<file path="src/rtl/rv2t_reg_file_seq.sv">
// RV2T register-file access controller for a single BRAM: serializes rs1/rs2 onto
// one synchronous read port, forwards in-flight writes and shares the RAM with debug.
module rv2t_reg_file_seq #(
    parameter int REG_ADDR_BITS = 5,
    parameter int XLEN          = 32
) (
    input  logic                     clk,
    input  logic                     reset_n,
    input  logic                     sync_reset,
    input  logic                     read_enable,
    input  logic [REG_ADDR_BITS-1:0] read_rs1_addr,
    input  logic [REG_ADDR_BITS-1:0] read_rs2_addr,
    output logic                     read_ready,
    output logic                     read_en_out,
    output logic [XLEN-1:0]          read_rs1_data_out,
    output logic [XLEN-1:0]          read_rs2_data_out,
    input  logic                     write_enable,
    input  logic [REG_ADDR_BITS-1:0] write_addr,
    input  logic [XLEN-1:0]          write_data_in,
    input  logic                     dbg_req,
    input  logic                     dbg_we,
    input  logic [REG_ADDR_BITS-1:0] dbg_addr,
    input  logic [XLEN-1:0]          dbg_wdata,
    output logic                     dbg_ack,
    output logic [XLEN-1:0]          dbg_rdata,
    output logic [REG_ADDR_BITS-1:0] ram_raddr,
    input  logic [XLEN-1:0]          ram_rdata,
    output logic                     ram_we,
    output logic [REG_ADDR_BITS-1:0] ram_waddr,
    output logic [XLEN-1:0]          ram_wdata
);

    localparam logic [1:0] S_IDLE = 2'd0;
    localparam logic [1:0] S_RD2  = 2'd1;
    localparam logic [1:0] S_OUT  = 2'd2;
    localparam logic [1:0] S_DBG  = 2'd3;

    logic [1:0]               r_state;
    logic [1:0]               w_state_nxt;
    logic [REG_ADDR_BITS-1:0] r_rs1_addr;
    logic [REG_ADDR_BITS-1:0] r_rs2_addr;
    logic [REG_ADDR_BITS-1:0] r_dbg_addr;
    logic [XLEN-1:0]          r_rs1_data;
    logic [XLEN-1:0]          r_rs2_data;
    logic [XLEN-1:0]          r_dbg_rdata;
    logic                     r_dbg_ack;
    // Previous cycle's effective write: the RAM returns old data on a collision
    logic                     r_e_vld;
    logic [REG_ADDR_BITS-1:0] r_e_addr;
    logic [XLEN-1:0]          r_e_data;

    logic                     w_ready;
    logic                     w_rd_acc;
    logic                     w_dbg_rd_start;
    logic                     w_dbg_wr;
    logic                     w_e_vld;
    logic [REG_ADDR_BITS-1:0] w_e_addr;
    logic [XLEN-1:0]          w_e_data;
    logic [XLEN-1:0]          w_rs1_res;
    logic [XLEN-1:0]          w_rs2_res;
    logic [XLEN-1:0]          w_dbg_res;

    assign w_ready        = (r_state == S_IDLE) || (r_state == S_OUT);
    assign w_rd_acc       = w_ready && read_enable;
    assign w_dbg_rd_start = w_ready && dbg_req && !dbg_we && !read_enable && !r_dbg_ack;
    assign w_dbg_wr       = dbg_req && dbg_we && !write_enable && !r_dbg_ack;

    assign w_e_vld  = write_enable || w_dbg_wr;
    assign w_e_addr = write_enable ? write_addr    : dbg_addr;
    assign w_e_data = write_enable ? write_data_in : dbg_wdata;

    assign ram_we    = w_e_vld && (w_e_addr != '0);
    assign ram_waddr = w_e_addr;
    assign ram_wdata = w_e_data;

    always_comb begin
        ram_raddr = read_enable ? read_rs1_addr : dbg_addr;
        if (r_state == S_RD2) ram_raddr = r_rs2_addr;
    end

    // rs1 and debug reads were issued one cycle ago: the current write is newer
    // than the delayed one, so it is checked first.
    assign w_rs1_res = (r_rs1_addr == '0)                      ? '0       :
                       (w_e_vld && (w_e_addr == r_rs1_addr))   ? w_e_data :
                       (r_e_vld && (r_e_addr == r_rs1_addr))   ? r_e_data : ram_rdata;

    assign w_dbg_res = (r_dbg_addr == '0)                      ? '0       :
                       (w_e_vld && (w_e_addr == r_dbg_addr))   ? w_e_data :
                       (r_e_vld && (r_e_addr == r_dbg_addr))   ? r_e_data : ram_rdata;

    // rs2 is read in RD2, so only the RD2 write can be missing from the RAM data
    assign w_rs2_res = (r_rs2_addr == '0)                      ? '0       :
                       (r_e_vld && (r_e_addr == r_rs2_addr))   ? r_e_data : ram_rdata;

    always_comb begin
        w_state_nxt = S_IDLE;
        case (r_state)
            S_IDLE, S_OUT: begin
                if (w_rd_acc)            w_state_nxt = S_RD2;
                else if (w_dbg_rd_start) w_state_nxt = S_DBG;
            end
            S_RD2:   w_state_nxt = S_OUT;
            default: w_state_nxt = S_IDLE;
        endcase
    end

    always_ff @(posedge clk or negedge reset_n) begin
        if (!reset_n) begin
            r_state     <= S_IDLE;
            r_rs1_addr  <= '0;
            r_rs2_addr  <= '0;
            r_dbg_addr  <= '0;
            r_rs1_data  <= '0;
            r_rs2_data  <= '0;
            r_dbg_rdata <= '0;
            r_dbg_ack   <= 1'b0;
            r_e_vld     <= 1'b0;
            r_e_addr    <= '0;
            r_e_data    <= '0;
        end else if (sync_reset) begin
            r_state     <= S_IDLE;
            r_rs1_addr  <= '0;
            r_rs2_addr  <= '0;
            r_dbg_addr  <= '0;
            r_rs1_data  <= '0;
            r_rs2_data  <= '0;
            r_dbg_rdata <= '0;
            r_dbg_ack   <= 1'b0;
            r_e_vld     <= 1'b0;
            r_e_addr    <= '0;
            r_e_data    <= '0;
        end else begin
            r_state  <= w_state_nxt;
            r_e_vld  <= w_e_vld;
            r_e_addr <= w_e_addr;
            r_e_data <= w_e_data;
            if (w_rd_acc) begin
                r_rs1_addr <= read_rs1_addr;
                r_rs2_addr <= read_rs2_addr;
            end
            if (w_dbg_rd_start)     r_dbg_addr  <= dbg_addr;
            if (r_state == S_RD2)   r_rs1_data  <= w_rs1_res;
            if (r_state == S_OUT)   r_rs2_data  <= w_rs2_res;
            if (r_state == S_DBG)   r_dbg_rdata <= w_dbg_res;
            r_dbg_ack <= w_dbg_wr || (r_state == S_DBG);
        end
    end

    assign read_ready        = w_ready;
    assign read_en_out       = (r_state == S_OUT);
    assign read_rs1_data_out = r_rs1_data;
    // rs2 is live from the RAM in OUT and held from the register afterwards
    assign read_rs2_data_out = (r_state == S_OUT) ? w_rs2_res : r_rs2_data;
    assign dbg_ack           = r_dbg_ack;
    assign dbg_rdata         = r_dbg_rdata;

endmodule

</file>
<file path="config.mk">
export PLATFORM = sky130hd
export DESIGN_NAME = rv2t_reg_file_seq
export DESIGN_NICKNAME = d
export VERILOG_FILES = /design/src/rtl/rv2t_reg_file_seq.sv
export SDC_FILE = /design/constraint.sdc
export NUM_CORES = 1
export LEC_CHECK = 0
export CORE_MARGIN = 8
export CORE_UTILIZATION = 35
export DETAILED_ROUTE_END_ITERATION = 10
export PLACE_DENSITY = 0.63
export RECOVER_POWER = 50
export SKIP_CTS_REPAIR_TIMING = 1
export SKIP_LAST_GASP = 1
export SLEW_MARGIN = 5
export SYNTH_ARGS = -nofsm -noshare
export SYNTH_HDL_FRONTEND = slang
export SYNTH_SLANG_ARGS = --single-unit
</file>
<file path="constraint.sdc">
create_clock -name clk -period 2.35 [get_ports clk]
set_clock_uncertainty 0.1 [all_clocks]
set_input_delay 0.47 -clock clk [delete_from_list [all_inputs] [get_ports clk]]
set_output_delay 0.47 -clock clk [all_outputs]
set_load 0.05 [all_outputs]
</file>
==> flow_summary.toml, run 1 <==
[cells_and_area]
fillerInstances = 2301
drive_gt1_share_pct = 27.2
final_common_cell = "clkdlybuf4s50_1"
area.growth.synth_to_final_pct = 52.4
final_cell_mix = "clkdlybuf4s50_1 (178), dfrtp_1 (152), buf_4 (122), nor2_1 (118), mux2i_1 (107)"
finalNetCount = 1358
final_area_um2 = 13600

[floorplan]
die_w_um = 176
num_rows = 58
initial_core_util_pct = 35.5
dieArea_um2 = 30900
die_h_um = 176
ioPinCount = 265
core_um2 = 25100

[synthesis]
synth_seq_cells = 152
synth.distinct_cells = 33
synth_fp_nets = 1043
netlist_area_um2 = 8920
yosysWarnings = 0
synth-seq-area-share_pct = 42.6
syn_inst = 920
syn_avg_cell_area_um2 = 9.70

[sta]
period_share_pct = 123
setup_viol_count_final = 130
worst_pin_slew_ps = 1470
fin_hold_ws_ps = 358
clock.fmax_mhz = 347
slew_violations = 0
finalHoldViolations = 0
layout_min_cycle_time_ps = 2880
slew_headroom_pct = 2.15
rsz0062_at_grt = "yes"
setup_tns_ps = -31090
setup_ws_ps = -531

[grt]
grt_max_degree = 65
globalRouteOverflowTotal = 0
grt_most_used_layer = "met2"
grt_use_met3_pct = 4.90
met1_usage_pct = 27.5
grt_use_met2_pct = 34.7
antenna_found_initial = 1
grtUsageTotal_pct = 21.0
grt_pass1_wl_mm = 50.9
first_global_vias = 8711

[hold_path]
whs_path_depth = 4
min_path_type = "in2reg"

[setup_path]
cp-end-kind = "output port"
crit_path_max_fanout = 10
required_ps = 1780
worstSetupStartpointType = "register"
critPathKind = "reg2out"
critical_path_arrival_ps = 2310
r2r_cells = 7

[clock_tree]
htreeDepth = 4
clock_latency_ps = 420
clockBufferDepth = 2
cts-root-buf = "clkbuf_16"
cts_tree = "built"
cts_sinks = 152
numCtsBuffers = 17
clk_pin_slew_ps = 70

[drt]
dr.pass1.iters = 4
drt-wirelength-per-cell_um = 20.6
vias = 8406
drt_wl_total_mm = 32.5
viasPerCell = 5.32
drc = 0
drt-initial-drc-count = 529
ant_nets = 0

[power]
p_leak_nw = 6.14
ir_drop_uv = 343
cellPowerDensity_nw_per_um2 = 561
p_total_mw = 7.63

[place]
dpl_cell_area_um2 = 13000
gp_congestion = 0.814
numPortBuffers = 264
hpwl_mm = 23.1

[job]
maxCapViolCount = 0

[run_status]
run_status = "finished with violations"
violations = "setup timing"
-- critical path, stage by stage (launching register included) --
cell and delay [ps]:
dfrtp_1 420, xor2_1 180, nor4_4 350, buf_12 200, buf_4 170, a21boi_0 90
o21ai_1 230, nand2_2 100, buf_12 150
-- area by class of cell --
class	instances	area (um^2)	share of cell area, %
diodes	1	2.50	0.0184
clock buffers	18	439	3.23
clock inverters	14	114	0.837
inverters	41	158	1.16
multi-input cells	643	4710	34.6
flip-flops and latches	152	3800	28.0
well taps	330	413	3.04
repair buffers	380	3960	29.1
-- report_power, final --
group	switching [mW]	internal, mW	total [mW]
Combinational	1.30	0.893	2.19
Sequential	0.0799	2.72	2.80
Clock	1.23	1.41	2.64
Total	2.61	5.02	7.63
-- per-layer routing --
layer / vias to the layer above / share of wire, % / routed length [um]
met4: 0 / 0.96 / 314
li1: 3924 / - / -
met3: 22 / 6.4 / 2080
met2: 287 / 48 / 15500
met1: 4173 / 45 / 14600
met5: - / 0 / 0
-- kinds of logic (layout without fill, tap and decap cells) --
| logic type | count (synthesis) | after routing | share of synthesized area [%] |
|---|---|---|---|
| AOI/OAI and AO/OA | 247 | 247 | 22.7 |
| xor gates and xnor gates | 25 | 25 | 2.45 |
| buffers and inverters | 125 | 453 | 6.83 |
| DFF | 152 | 152 | 42.6 |
| muxes | 111 | 111 | 12.7 |
| other | 0 | 1 | 0 |
| and+or+nand+nor | 260 | 260 | 12.7 |
-- cell usage after synthesis --
cell	count	area, um^2
dfrtp_1	152	3800
nor2_1	121	454
mux2i_1	108	1080
nand2_1	88	330
a32oi_1	64	561
o31ai_2	60	751
clkbuf_1	57	214
a21oi_1	52	260
inv_1	41	154
and3_1	34	213
a21boi_0	32	240
o21ai_1	30	150
buf_2	16	80.1
xnor2_1	13	114
xor2_1	12	105
buf_12	6	120
nor3_1	4	20.0
o31ai_1	4	30.0
and2_1	3	18.8
buf_6	3	33.8
nor4_1	3	18.8
a211o_1	2	17.5
buf_1	2	7.51
mux2i_2	2	27.5
nor4_4	2	42.5
o21ai_0	2	10.0
a31oi_1	1	6.26
mux2i_4	1	22.5
nand2b_1	1	6.26
nand4_1	1	6.26
nor2b_1	1	6.26
nor3b_1	1	7.51
nor4_2	1	12.5
-- flip-flops by register name (all words and copies together), names as in the netlist --
name               flops
dbg_rdata             32
r_e_data              32
r_rs2_data            32
read_rs1_data_out     32
r_dbg_addr             5
r_e_addr               5
r_rs1_addr             5
r_rs2_addr             5
r_state                2
dbg_ack                1
r_e_vld                1
-- stage by stage --
| step | setup WS [ps] | std cells | util, % |
|---|---|---|---|
| after floorplan | -6.27 | 920 | - |
| after global placement | -199 | 1542 | 52.0 |
| after detailed placement | -245 | 1542 | 52.0 |
| after CTS | -579 | 1574 | 54.2 |
| after global routing | -649 | 1579 | 54.2 |
| final | -531 | 1579 | 54.2 |
-- final timing paths --
kind | slack (ps) | end | start
worst max-delay path | -530 | read_rs2_data_out[1] | r_rs2_addr[2]$_DFFE_PN0P_
worst min-delay path | 360 | r_dbg_addr[3]$_DFFE_PN0P_ | dbg_addr[3]
worst max register to register | 130 | read_rs1_data_out[30]$_DFFE_PN0P_ | r_e_addr[4]$_DFF_PN0_
worst min register to register | 400 | dbg_rdata[31]$_DFFE_PN0P_ | dbg_rdata[31]$_DFFE_PN0P_
max in group asynchronous | 250 | r_rs2_data[24]$_DFF_PN0_ | reset_n
min in group asynchronous | 830 | r_rs2_addr[1]$_DFFE_PN0P_ | reset_n
Note: power is estimated with default switching activity, not from simulation.
==> run 2, diff against run 1 <==
--- a/config.mk
+++ b/config.mk
@@ -6,13 +6,14 @@
 export NUM_CORES = 1
 export LEC_CHECK = 0
 export CORE_MARGIN = 8
-export CORE_UTILIZATION = 35
+export CORE_UTILIZATION = 44
 export DETAILED_ROUTE_END_ITERATION = 10
-export PLACE_DENSITY = 0.63
+export GPL_TIMING_DRIVEN = 0
+export PLACE_DENSITY = 0.76
 export RECOVER_POWER = 50
 export SKIP_CTS_REPAIR_TIMING = 1
 export SKIP_LAST_GASP = 1
-export SLEW_MARGIN = 5
+export SLEW_MARGIN = 15
 export SYNTH_ARGS = -nofsm -noshare
 export SYNTH_HDL_FRONTEND = slang
 export SYNTH_SLANG_ARGS = --single-unit
==> run 2 against run 1 <==
  * The run still ends with setup timing left
  * Power grew 1.1%
  * Utilization up 13 points
  * Final cell count is 4.6% lower
  * Global-route usage is 5.4 points higher
  * Clock power rose by 3%
  * Register-to-register slack got worse by 190 ps
  * First-iteration DRC count is 28% higher
  * Largest power group unchanged
==> flow_summary.toml, run 2 (synthesized netlist as in run 1, its figures left out) <==
[hold_path]
hold_path.startpoint = "dbg_addr[1]"
hold-path-endpoint = "r_dbg_addr[1]$_DFFE_PN0P_"
min_path_type = "in2reg"
whs_path_depth = 3

[cells_and_area]
final_cell_count_no_fill = 1507
final_common_cell = "clkdlybuf4s50_1"
final_cell_mix = "clkdlybuf4s50_1 (179), dfrtp_1 (147), nor2_1 (119), mux2i_1 (75), a32oi_1 (64)"
antennaDiodeCount = 0
drive_gt1_share_pct = 27.6
finalNetCount = 1348
fillerInstances = 1584
area.growth.synth_to_final_pct = 51.0
final_core_util_pct = 67.0

[floorplan]
die_h_um = 158
core_um2 = 20100
die_w_um = 158
initial_core_util_pct = 44.4
num_rows = 52
ioPinCount = 265
dieArea_um2 = 25100

[clock_tree]
clockBufferDepth = 2
clk_pin_slew_ps = 60
numCtsBuffers = 17
cts-root-buf = "clkbuf_16"
clock_latency_ps = 430
cts_sinks = 152
cts_tree = "built"
htreeDepth = 4

[drt]
drt_wl_total_mm = 34.7
drt-wirelength-per-cell_um = 23.0
vias = 8775
drt-initial-drc-count = 676
viasPerCell = 5.82
dr.pass1.iters = 5
drc = 0
ant_nets = 0

[setup_path]
worstSetupStartpointType = "register"
crit_path_max_fanout = 8
required_ps = 1780
rr_endpoint = "dbg_rdata[21]$_DFFE_PN0P_"
r2r_cells = 8
r2r_start = "r_e_addr[3]$_DFF_PN0_"
critPathKind = "reg2out"
regToRegSetupSlack_ps = -60
cp-end-kind = "output port"
critical_path_arrival_ps = 2400

[sta]
finalHoldViolations = 0
rsz0062_at_grt = "yes"
setup_ws_ps = -620
worst_pin_slew_ps = 1110
fin_hold_ws_ps = 340
period_share_pct = 126
layout_min_cycle_time_ps = 2970
slew_violations = 0
setup_tns_ps = -24710
slew_headroom_pct = 26.1
clock.fmax_mhz = 337
setup_viol_count_final = 93

[grt]
grtUsageTotal_pct = 26.4
antenna_found_initial = 0
grt_pass1_wl_mm = 50.4
first_global_vias = 8680
grt_max_degree = 78
globalRouteOverflowTotal = 0

[power]
p_leak_nw = 6.07
cellPowerDensity_nw_per_um2 = 572
ir_drop_uv = 479

[place]
hpwl_mm = 23.6
numPortBuffers = 263
gp_congestion = 0.844
place_inst = 1454

[job]
maxCapViolCount = 0

[run_status]
run_status = "finished with violations"
violations = "setup timing"
-- run 2: cell types whose count changed in the layout (fill, tap and decap cells not counted), moves of 17 or more --
cell            previous run  this run
buf_4                    122        36
clkbuf_2                   2        36
buf_8                      0        17
mux2i_4                    1        34
mux2i_1                  107        75
buf_12                    53         7
dlymetal6s2s_1             2        20
clkbuf_1                  11        29
-- run 2: worst max-delay path by stage --
stage / startpoint / to / slack [ps] / cells past startpoint
floorplan: write_enable / ram_we / -6 / 5
global placement: reset_n / r_rs2_data[15]$_DFF_PN0_ / -5640 / 1
detailed placement: write_enable / ram_wdata[30] / -1480 / 6
CTS: r_e_addr[0]$_DFF_PN0_ / read_rs2_data_out[10] / -1710 / 7
global route: r_rs2_addr[2]$_DFFE_PN0P_ / read_rs2_data_out[1] / -670 / 9
finish: r_rs2_addr[2]$_DFFE_PN0P_ / read_rs2_data_out[1] / -620 / 9
-- run 2: cell type report --
| type | count | area, um^2 | share of cell area (%) |
|---|---|---|---|
| buffer | 81 | 623 | 4.62 |
| clock buffer | 20 | 447 | 3.32 |
| clock inverter | 11 | 123 | 0.910 |
| inverter | 41 | 158 | 1.17 |
| multi-input combinational | 643 | 5160 | 38.3 |
| sequential | 152 | 3810 | 28.3 |
| tap | 270 | 338 | 2.51 |
| timing repair buffer | 289 | 2820 | 20.9 |
-- run 2: worst max-delay path: stages, from the launching register on --
cell	delay [ps]
dfrtp_2	440
xor2_2	200
nor4_4	300
buf_6	210
buf_6	140
clkbuf_16	150
a21boi_2	60
o21ai_2	190
nand2_2	100
buf_8	160
-- run 2: metrics by stage --
stage	power (mW)	instance area, um^2	setup WS [ps]
floorplan	3.94	9020	-6.27
global placement	4.74	12000	-5640
detailed placement	4.76	12000	-1480
CTS	7.47	12600	-1710
global route	7.94	13500	-673
finish	7.71	13500	-620
-- run 2: layer usage --
layer / vias to the layer above / GRT usage, % / routed length [um]
met5: - / 0 / 0
met4: 0 / 9.12 / 748
met3: 60 / 5.56 / 2620
met2: 441 / 42.1 / 16500
met1: 4357 / 35.1 / 14800
li1: 3917 / - / -
-- run 2: report_power, final --
group,total (mW),switching [mW],internal [mW]
Clock,2.73,1.14,1.59
Sequential,2.81,0.0887,2.72
Combinational,2.17,1.37,0.807
Total,7.71,2.60,5.11
==> run 3, diff against run 2 <==
--- a/config.mk
+++ b/config.mk
@@ -5,15 +5,17 @@
 export SDC_FILE = /design/constraint.sdc
 export NUM_CORES = 1
 export LEC_CHECK = 0
+export CAP_MARGIN = 20
 export CORE_MARGIN = 8
 export CORE_UTILIZATION = 44
+export CTS_CLUSTER_DIAMETER = 200
 export DETAILED_ROUTE_END_ITERATION = 10
 export GPL_TIMING_DRIVEN = 0
 export PLACE_DENSITY = 0.76
 export RECOVER_POWER = 50
 export SKIP_CTS_REPAIR_TIMING = 1
 export SKIP_LAST_GASP = 1
-export SLEW_MARGIN = 15
+export SLEW_MARGIN = 20
 export SYNTH_ARGS = -nofsm -noshare
 export SYNTH_HDL_FRONTEND = slang
 export SYNTH_SLANG_ARGS = --single-unit
==> results of run 3 <==
No change in the layout: final DEF, timing and power equal those of run 2.
